### src/rtl/if_id_hazard_reg.sv
// IF/ID pipeline register with load-use hazard detection, branch flush and
// saturating stall/flush event counters for debug.
module if_id_hazard_reg #(
    parameter int                DATA_W    = 32,
    parameter int                REG_W     = 5,
    parameter int                CNT_W     = 16,
    parameter logic [DATA_W-1:0] NOP_INSTR = '0
) (
    input  logic              clk_i,
    input  logic              rst_i,
    input  logic [DATA_W-1:0] instr_i,
    input  logic [DATA_W-1:0] pc_plus4_i,
    input  logic              id_ex_mem_read_i,
    input  logic [REG_W-1:0]  id_ex_rt_i,
    input  logic              flush_i,
    output logic              pc_write_o,
    output logic              bubble_o,
    output logic [DATA_W-1:0] instr_o,
    output logic [DATA_W-1:0] pc_plus4_o,
    output logic              valid_o,
    output logic [CNT_W-1:0]  stall_cnt_o,
    output logic [CNT_W-1:0]  flush_cnt_o
);

    localparam int               RS_LSB  = 21;
    localparam int               RT_LSB  = 16;
    localparam logic [CNT_W-1:0] CNT_ONE = CNT_W'(1);
    localparam logic [CNT_W-1:0] CNT_MAX = '1;

    logic [REG_W-1:0] id_rs;
    logic [REG_W-1:0] id_rt;
    logic             hazard;

    assign id_rs = instr_o[RS_LSB +: REG_W];
    assign id_rt = instr_o[RT_LSB +: REG_W];

    // A load writing $0 never creates a real dependency.
    assign hazard = valid_o & id_ex_mem_read_i & (id_ex_rt_i != '0)
                  & ((id_ex_rt_i == id_rs) | (id_ex_rt_i == id_rt));

    assign pc_write_o = ~hazard | flush_i;
    assign bubble_o   = hazard & ~flush_i;

    always_ff @(posedge clk_i or negedge rst_i) begin
        if (!rst_i) begin
            instr_o     <= NOP_INSTR;
            pc_plus4_o  <= '0;
            valid_o     <= 1'b0;
            stall_cnt_o <= '0;
            flush_cnt_o <= '0;
        end else if (flush_i) begin
            instr_o    <= NOP_INSTR;
            pc_plus4_o <= '0;
            valid_o    <= 1'b0;
            if (flush_cnt_o != CNT_MAX)
                flush_cnt_o <= flush_cnt_o + CNT_ONE;
        end else if (hazard) begin
            if (stall_cnt_o != CNT_MAX)
                stall_cnt_o <= stall_cnt_o + CNT_ONE;
        end else begin
            instr_o    <= instr_i;
            pc_plus4_o <= pc_plus4_i;
            valid_o    <= 1'b1;
        end
    end

endmodule
### config.mk
export PLATFORM = sky130hd
export DESIGN_NAME = if_id_hazard_reg
export DESIGN_NICKNAME = d
export VERILOG_FILES = /design/src/rtl/if_id_hazard_reg.sv
export SDC_FILE = /design/constraint.sdc
export NUM_CORES = 1
export LEC_CHECK = 0
export BUFFER_PORTS_ARGS = -buffer_cell sky130_fd_sc_hd__buf_2
export CELL_PAD_IN_SITES_DETAIL_PLACEMENT = 0
export CELL_PAD_IN_SITES_GLOBAL_PLACEMENT = 1
export CORE_ASPECT_RATIO = 0.7
export CORE_MARGIN = 2
export CORE_UTILIZATION = 35
export CTS_BUF_LIST = sky130_fd_sc_hd__clkbuf_8 sky130_fd_sc_hd__clkbuf_16
export CTS_CLUSTER_DIAMETER = 40
export DETAILED_ROUTE_END_ITERATION = 10
export PLACE_DENSITY = 0.81
export SYNTH_ARGS = -nofsm -noshare
export SYNTH_HDL_FRONTEND = slang
export SYNTH_SLANG_ARGS = --single-unit
export TNS_END_PERCENT = 20
### constraint.sdc
create_clock -name clk_i -period 2.25 [get_ports clk_i]
set_input_delay 0.45 -clock clk_i [delete_from_list [all_inputs] [get_ports clk_i]]
set_output_delay 0.45 -clock clk_i [all_outputs]
set_load 0.005 [all_outputs]
# Word-level counts from Yosys, hierarchy flattened
# Index checks and enable logic that the tools add are counted.
[totals] in_bits=73 ff_bits=97
[op_classes] bitwise_logic=8 reduce_logical=3 n_eq_ne=5 n_mux=6 addsub=2
[op_table] op="$mux 32" n=4
[op_table] op="$add 16x1->16 const B" n=2
[op_table] op="$ne 16x16->1 const B" n=2
[op_table] op="$eq 5x5->1" n=2
[op_table] op="$reduce_bool 5->1" n=1
[op_table] op="$and 1x1->1" n=4
[op_table] op="$reduce_and 3->1" n=1
[op_table] op="$mux 1" n=2
[op_table] op="$ne 2x2->1 const B" n=1
[op_table] op="$not 1->1" n=2
[op_table] op="$or 1x1->1" n=2
[op_table] op="$reduce_and 2->1" n=1

# Logic depth before layout (Yosys ltp)
# Gate-level depths: netlist of the first run.
[logic_depth] ltp_word=5 mapped_depth=7

# Worst setup path before layout of the first run
# OpenSTA, ideal clock, no wires.
[synth_path] path_type="in2reg" start="in id_ex_rt_i[1]" end="reg instr_o[10]" slack_ns=0.134 n_path_buf=3 arrival_time_ns=1.991 path_stages=7 required_ns=2.125 path_cell_list="or4_4 o2111a_1 buf_6 nand2_4 buf_12 buf_12 mux2_4"
[synth_between] elab_chain_cells=4 word_cells_on_any_way=7
[synth_rtl] element="start: declaration" line="14" rtl="input logic [REG_W-1:0] id_ex_rt_i,"
[synth_rtl] element="$eq 5x5->1 or $reduce_bool 5->1 (tied branches)" line="39, 38"
[synth_rtl] element="$or 1x1->1 or $and 1x1->1 (tied branches)" line="39, 38"
[synth_rtl] element="$and 1x1->1 (*)" line="39" rtl="& ((id_ex_rt_i == id_rs) | (id_ex_rt_i == id_rt));"
[synth_rtl] element="$ne 2x2->1 (no line) (*)"
[synth_rtl] element="end signal: assignment" line="61" rtl="instr_o <= instr_i;"
[synth_rtl] element="end: declaration" line="18" rtl="output logic [DATA_W-1:0] instr_o,"
# Mark *: on every way between the ends. The rest lies on a longest branch, timed or not.
# A chain may end at the register's enable or synchronous reset.

# Worst setup path in the final report of the first run
[layout_path] start="in id_ex_rt_i[1]" end="out bubble_o"
[layout_between] elab_chain_cells=4 word_cells_on_any_way=7
[layout_rtl] element="$eq 5x5->1 or $reduce_bool 5->1 (tied branches)" line="39, 38"
[layout_rtl] element="$or 1x1->1 or $and 1x1->1 (tied branches)" line="39, 38"
[layout_rtl] element="$and 1x1->1 (*)" line="39"
[layout_rtl] element="$and 1x1->1 (*)" line="42" rtl="assign bubble_o = hazard & ~flush_i;"
[layout_rtl] element="end: declaration" line="17" rtl="output logic bubble_o,"
# Marks and branches as above.

==> impl_metrics.tcl, run 1 <==
set metrics [dict create \
    start_util 0.3597 \
    routed_via_density 4.544 \
    htree_num_levels 3 \
    path_class "input port to output port" \
    path_max_fanout 8 \
    min_path_type "input port to asynchronous set/reset pin" \
    synth_area_sq_um 4741 \
    die_y_microns 101.4 \
    die_area_sq_um 14510 \
    fin_nets 635 \
    synth_edf_count 0 \
    drt_iter0_drc 86 \
    worstPathArrival_ns 1.76 \
    slew_headroom 0.6255 \
    grt_max_degree 51 \
    clock_latency_ns 0.34 \
    globalplace.congestion 0.8449 \
    outcome "complete, no violations" \
    synth_area_per_cell_sq_um 12.64 \
    period_minus_slack_ns 2.215 \
    clockBufferDepth 2 \
    pre_cts_slack_ns -0.05655 \
    pwr_density_cell_nw_per_um2 673.9 \
    area_growth_pct 29.98 \
    ys_seq_area_frac 0.5120 \
    post_route_cells_drive_above_1_share 0.4920 \
    worst_setup_path_start_kind "input port" \
    fmax_mhz 451.5 \
    clock_skew_ns 0.009493 \
    startpoint "id_ex_rt_i[1]" \
    die_w_microns 143.1 \
    ys_warn_count 0 \
    setup_viol 0 \
    synthCells 375 \
    drtAntennaViolNets 0 \
    cp.required_ns 1.80 \
    hpwl_microns 8165 \
    cap_violations 0 \
    antenna_found_initial 0 \
    register_area_sq_um 2427 \
    fin_crit_sh 0.9843 \
    coreArea_sq_um 13180 \
    clockRootBuffer "clkbuf_16" \
    path_clk_slew_ns 0.07 \
    dr_total_vias 3408 \
    fill_cells 1246 \
    drc 0 \
    final_cell_mix "buf_2, dfrtp_1, nor2b_1" \
    layout_setup_ws_ns 0.03524 \
    yosysUniqueCellTypes 34 \
    avgRoutedWirePerCell_microns 14.60 \
    cts_hold_buf 0 \
    worst_pin_slew_ns 0.5566 \
    synth-seq-cells 97 \
    rsz0062_at_grt "false" \
    grt_pass1_vias 3383 \
    ios 172 \
    synth_nets 450 \
    yosys_most_used_dff "dfrtp_1" \
    io_buffers 171 \
    rows 35 \
    grt_pass1_wl_microns 17170 \
    max-vdd-ir-drop_uv 348.6 \
    final_hold_viol_count 0 \
    multi_input_area_sq_um 2127 \
    diodes 0 \
    endpoint_kind "output port" \
    clkSinkCount 97 \
    ys_async_sr_fraction 1.000 \
    routed_wl_microns 10950 \
    final_common_cell "buf_2" \
    drv_slew 0 \
    grt.overflow.total 0 \
    cts_tree "built" \
    firstDrtPassIters 4 \
    grt_usage 0.1508 \
    rr_startpoint "flush_cnt_o[3]" \
    numCtsBuffers 9 \
    power.leakage_nw 3.247 \
    hold_ws_ns 0.03985 \
]
[sequential cells by signal, summed over array words and instances, names as in the netlist]
| signal | cells |
|---|---|
| valid_o | 1 |
| pc_plus4_o | 32 |
| instr_o | 32 |
| stall_cnt_o | 16 |
| flush_cnt_o | 16 |
[per-stage QoR]
stage / total power [mW] / util / cells / TNS (ns) / cell area, sq um
finish: 4.153 / 0.4675 / 750 / 0 / 6162
global route: 4.373 / 0.4675 / 750 / 0 / 6162
CTS: 4.225 / 0.4675 / 750 / 0 / 6162
detailed placement: 2.663 / 0.4439 / 733 / -0.4662 / 5851
global placement: 2.648 / 0.4439 / 733 / -0.009836 / 5851
floorplan: 2.338 / - / 375 / 0 / 4741
[what timing repair did]
item | in CTS | in global routing
pin swaps | 1 | 2
setup buffers | 1 | 0
endpoints found under the hold margin | 0 | 0
setup endpoints to repair | 1 | 1
gates resized for setup | 2 | 0
[power breakdown]
part           switching [mW]  internal, mW  total (mW)  leakage (nW)
Combinational           0.270         0.340       0.610          1.84
Sequential              0.132          1.88        2.01          1.26
Clock                   0.666         0.862        1.53         0.143
Total                    1.07          3.08        4.15          3.25
[area by class of cell]
type | instances | share of cell area
inverter | 9 | 0.005482
clock buffer | 9 | 0.03655
sequential | 97 | 0.3939
tap | 185 | 0.03756
clock inverter | 7 | 0.01157
multi-input combinational | 252 | 0.3452
timing repair buffer | 191 | 0.1697
[cells by family after synthesis]
logic type / share of synthesized area
AOI/OAI and AO/OA: 0.01161
xor gates and xnor gates: 0.06466
adders and majority gates: 0.005278
buffers and inverters: 0.04091
DFF: 0.5120
muxes: 0.1953
and+or+nand+nor: 0.1702
[final timing paths]
path,to,slack [ns],cells past startpoint
worst min register to register,flush_cnt_o[6],0.49,1
max in group asynchronous,instr_o[29],1.60,2
worst min-delay path,instr_o[13],0.04,1
worst max register to register,flush_cnt_o[1],0.28,4
worst max-delay path,bubble_o,0.04,7
min in group clk_i,instr_o[30],0.46,3
[Yosys cell counts, types with 2 or more instances]
library cell,number,area [sq um]
mux2_2,28,315.3
nand4_1,9,56.30
nor4_1,2,12.51
buf_12,5,100.1
nor2b_1,64,400.4
mux2_4,40,600.6
a21oi_1,2,10.01
nor3_1,9,45.04
and3_1,6,37.54
nand2b_1,2,12.51
dfrtp_1,97,2427
ha_1,2,25.02
xnor2_1,27,236.5
clkbuf_1,9,33.78
buf_4,2,15.01
inv_1,9,33.78
nor2_1,8,30.03
xor2_1,8,70.07
nand2_1,11,41.29
and4_1,4,35.03
nand3_1,18,90.09
[per-layer routing]
| metal | vias up | part of all wire | GRT usage |
|---|---|---|---|
| li1 | 1642 | - | - |
| met1 | 1636 | 0.50 | 0.2224 |
| met2 | 122 | 0.42 | 0.2127 |
| met3 | 8 | 0.072 | 0.04870 |
| met4 | 0 | 0.0078 | 0.04037 |
| met5 | - | 0 | 0 |
[worst max-delay path, cell delays in order]
cell	delay (ns)
buf_2	0.11
or4_4	0.54
o2111a_2	0.30
nand2_4	0.09
buf_12	0.12
inv_1	0.04
buf_2	0.11
Power figures use the tool's default switching activity.
==> run 2, diff against run 1 <==
--- a/config.mk
+++ b/config.mk
@@ -10,11 +10,11 @@
 export CELL_PAD_IN_SITES_GLOBAL_PLACEMENT = 1
 export CORE_ASPECT_RATIO = 0.7
 export CORE_MARGIN = 2
-export CORE_UTILIZATION = 35
+export CORE_UTILIZATION = 30
 export CTS_BUF_LIST = sky130_fd_sc_hd__clkbuf_8 sky130_fd_sc_hd__clkbuf_16
 export CTS_CLUSTER_DIAMETER = 40
 export DETAILED_ROUTE_END_ITERATION = 10
-export PLACE_DENSITY = 0.81
+export PLACE_DENSITY = 0.72
 export SYNTH_ARGS = -nofsm -noshare
 export SYNTH_HDL_FRONTEND = slang
 export SYNTH_SLANG_ARGS = --single-unit
==> constraint.sdc (replaced) <==
create_clock -name clk_i -period 2.25 [get_ports clk_i]
set_input_delay 0.675 -clock clk_i [delete_from_list [all_inputs] [get_ports clk_i]]
set_output_delay 0.675 -clock clk_i [all_outputs]
set_load 0.005 [all_outputs]
==> impl_metrics.tcl, run 2 (same netlist as run 1, synthesis figures left out) <==
set metrics [dict create \
    switchingPower_mw 1.070 \
    fin_crit_sh 1.127 \
    drtAntennaViolNets 0 \
    grt_pass1_vias 3408 \
    clockPowerShare 0.349 \
    fin_nets 643 \
    path_class "input port to output port" \
    min_path_type "input port to asynchronous set/reset pin" \
    rsz0062_at_grt "true" \
    avgRoutedWirePerCell_microns 14.86 \
    path_clk_slew_ns 0.07 \
    fin_util 0.4026 \
    clockRootBuffer "clkbuf_16" \
    pre_cts_slack_ns -0.3766 \
    area_growth_pct 31.22 \
    fmax_mhz 394.2 \
    setup_viol 2 \
    pwr-share-seq 0.496 \
    drt_iter0_drc 162 \
    post_route_cells_drive_above_1_share 0.4965 \
    slew_headroom 0.6216 \
    cp_slowest_stage_delay_ns 0.54 \
    startpoint "id_ex_rt_i[2]" \
    die_y_microns 109.2 \
    cap_violations 0 \
    ios 172 \
    diodes 0 \
    io_buffers 171 \
    rows 38 \
    grt_usage 0.1393 \
    grt_pass1_wl_microns 18170 \
    power.total_mw 4.069 \
    dr_total_vias 3435 \
    routed_via_density 4.449 \
    grt.overflow.total 0 \
    placed_cells 756 \
    worst_setup_path_start_kind "input port" \
    globalplace.congestion 0.8474 \
    grt_max_degree 55 \
    power.leakage_nw 3.281 \
    path_max_fanout 5 \
    endpoint_kind "output port" \
    placed_cell_area_sq_um 5929 \
    final_cell_count_no_fill 772 \
    die_w_microns 154.3 \
    violations "setup timing" \
    pwr_density_cell_nw_per_um2 654.1 \
    final_cell_mix "buf_2, dfrtp_1, nor2b_1" \
    clockBufferDepth 2 \
    internal_power_mw 2.999 \
    numCtsBuffers 9 \
    worst_pin_slew_ns 0.5617 \
    fin_area_sq_um 6221 \
    clock_skew_ns 0.005267 \
    hpwl_microns 8468 \
    period_minus_slack_ns 2.537 \
    htree_num_levels 3 \
    fill_cells 1500 \
    cp_slowest_cell "or4_4" \
    cp_cell_sequence "buf_6, or4_4, o2111a_2, nand2_4, inv_2, buf_6" \
    antenna_found_initial 0 \
    clock_latency_ns 0.35 \
    coreArea_sq_um 15450 \
    cp.required_ns 1.57 \
    start_util 0.3068 \
    outcome "complete, but fails checks" \
    routed_wl_microns 11470 \
    layout_setup_ws_ns -0.2866 \
    cts_tree "built" \
    final_common_cell "buf_2" \
    reg_top3 "instr_o x32, pc_plus4_o x32" \
    final_hold_viol_count 0 \
    tns_ns -0.5514 \
    worstPathArrival_ns 1.86 \
    hold_ws_ns 0.2131 \
    combPwrFrac 0.155 \
    crit_path_frequent_cell "buf_6" \
    firstDrtPassIters 4 \
    drv_slew 0 \
    max-vdd-ir-drop_uv 339.5 \
    swShare 0.2629 \
    die_area_sq_um 16840 \
    clkSinkCount 97 \
    drc 0 \
    rr_startpoint "flush_cnt_o[3]" \
]
## run 2: what timing repair did
item | in CTS | in global routing
setup endpoints to repair | 3 | 6
hold buffers | 0 | 0
pin swaps | 3 | 3
gates resized for setup | 3 | 2
buffers inserted | 0 | 1
## run 2: layout make-up
class,instances,area (sq um),area share
Timing Repair Buffer,199,1125,0.1808
Sequential cell,97,2427,0.3902
Tap cell,200,250.2,0.04023
Inverter,9,33.78,0.005430
Clock inverter,5,25.02,0.004023
Multi-Input combinational cell,252,2121,0.3409
Clock buffer,10,239.0,0.03842
## run 2: layer usage
metal	global-route usage	vias to the layer above	routed length, microns
li1	-	1658	-
met1	0.1969	1653	5783
met2	0.1960	114	4736
met3	0.05763	10	838
met4	0.03571	0	111
met5	0	-	0
## run 2: worst paths after layout
path | endpoint | slack [ns] | cells past startpoint
max in group asynchronous | pc_plus4_o[7] | 1.43 | 2
max | bubble_o | -0.29 | 6
min in group clk_i | flush_cnt_o[6] | 0.48 | 1
min reg2reg | flush_cnt_o[6] | 0.48 | 1
max reg2reg | flush_cnt_o[7] | 0.27 | 5
min | instr_o[6] | 0.21 | 1
## run 2: power groups by stage
| stage | Combinational, mW | Clock, mW | Sequential, mW |
|---|---|---|---|
| floorplan | 0.297 | 0 | 2.04 |
| global placement | 0.625 | 0 | 2.04 |
| detailed placement | 0.639 | 0 | 2.05 |
| CTS | 0.643 | 1.47 | 2.02 |
| global route | 0.700 | 1.54 | 2.04 |
| finish | 0.632 | 1.42 | 2.02 |
## run 2: critical path, delay by kind of cell
family,cells,cell delay [ns]
and+or+nand+nor,2,0.65
AOI/OAI and AO/OA,1,0.29
buffers and inverters,3,0.23
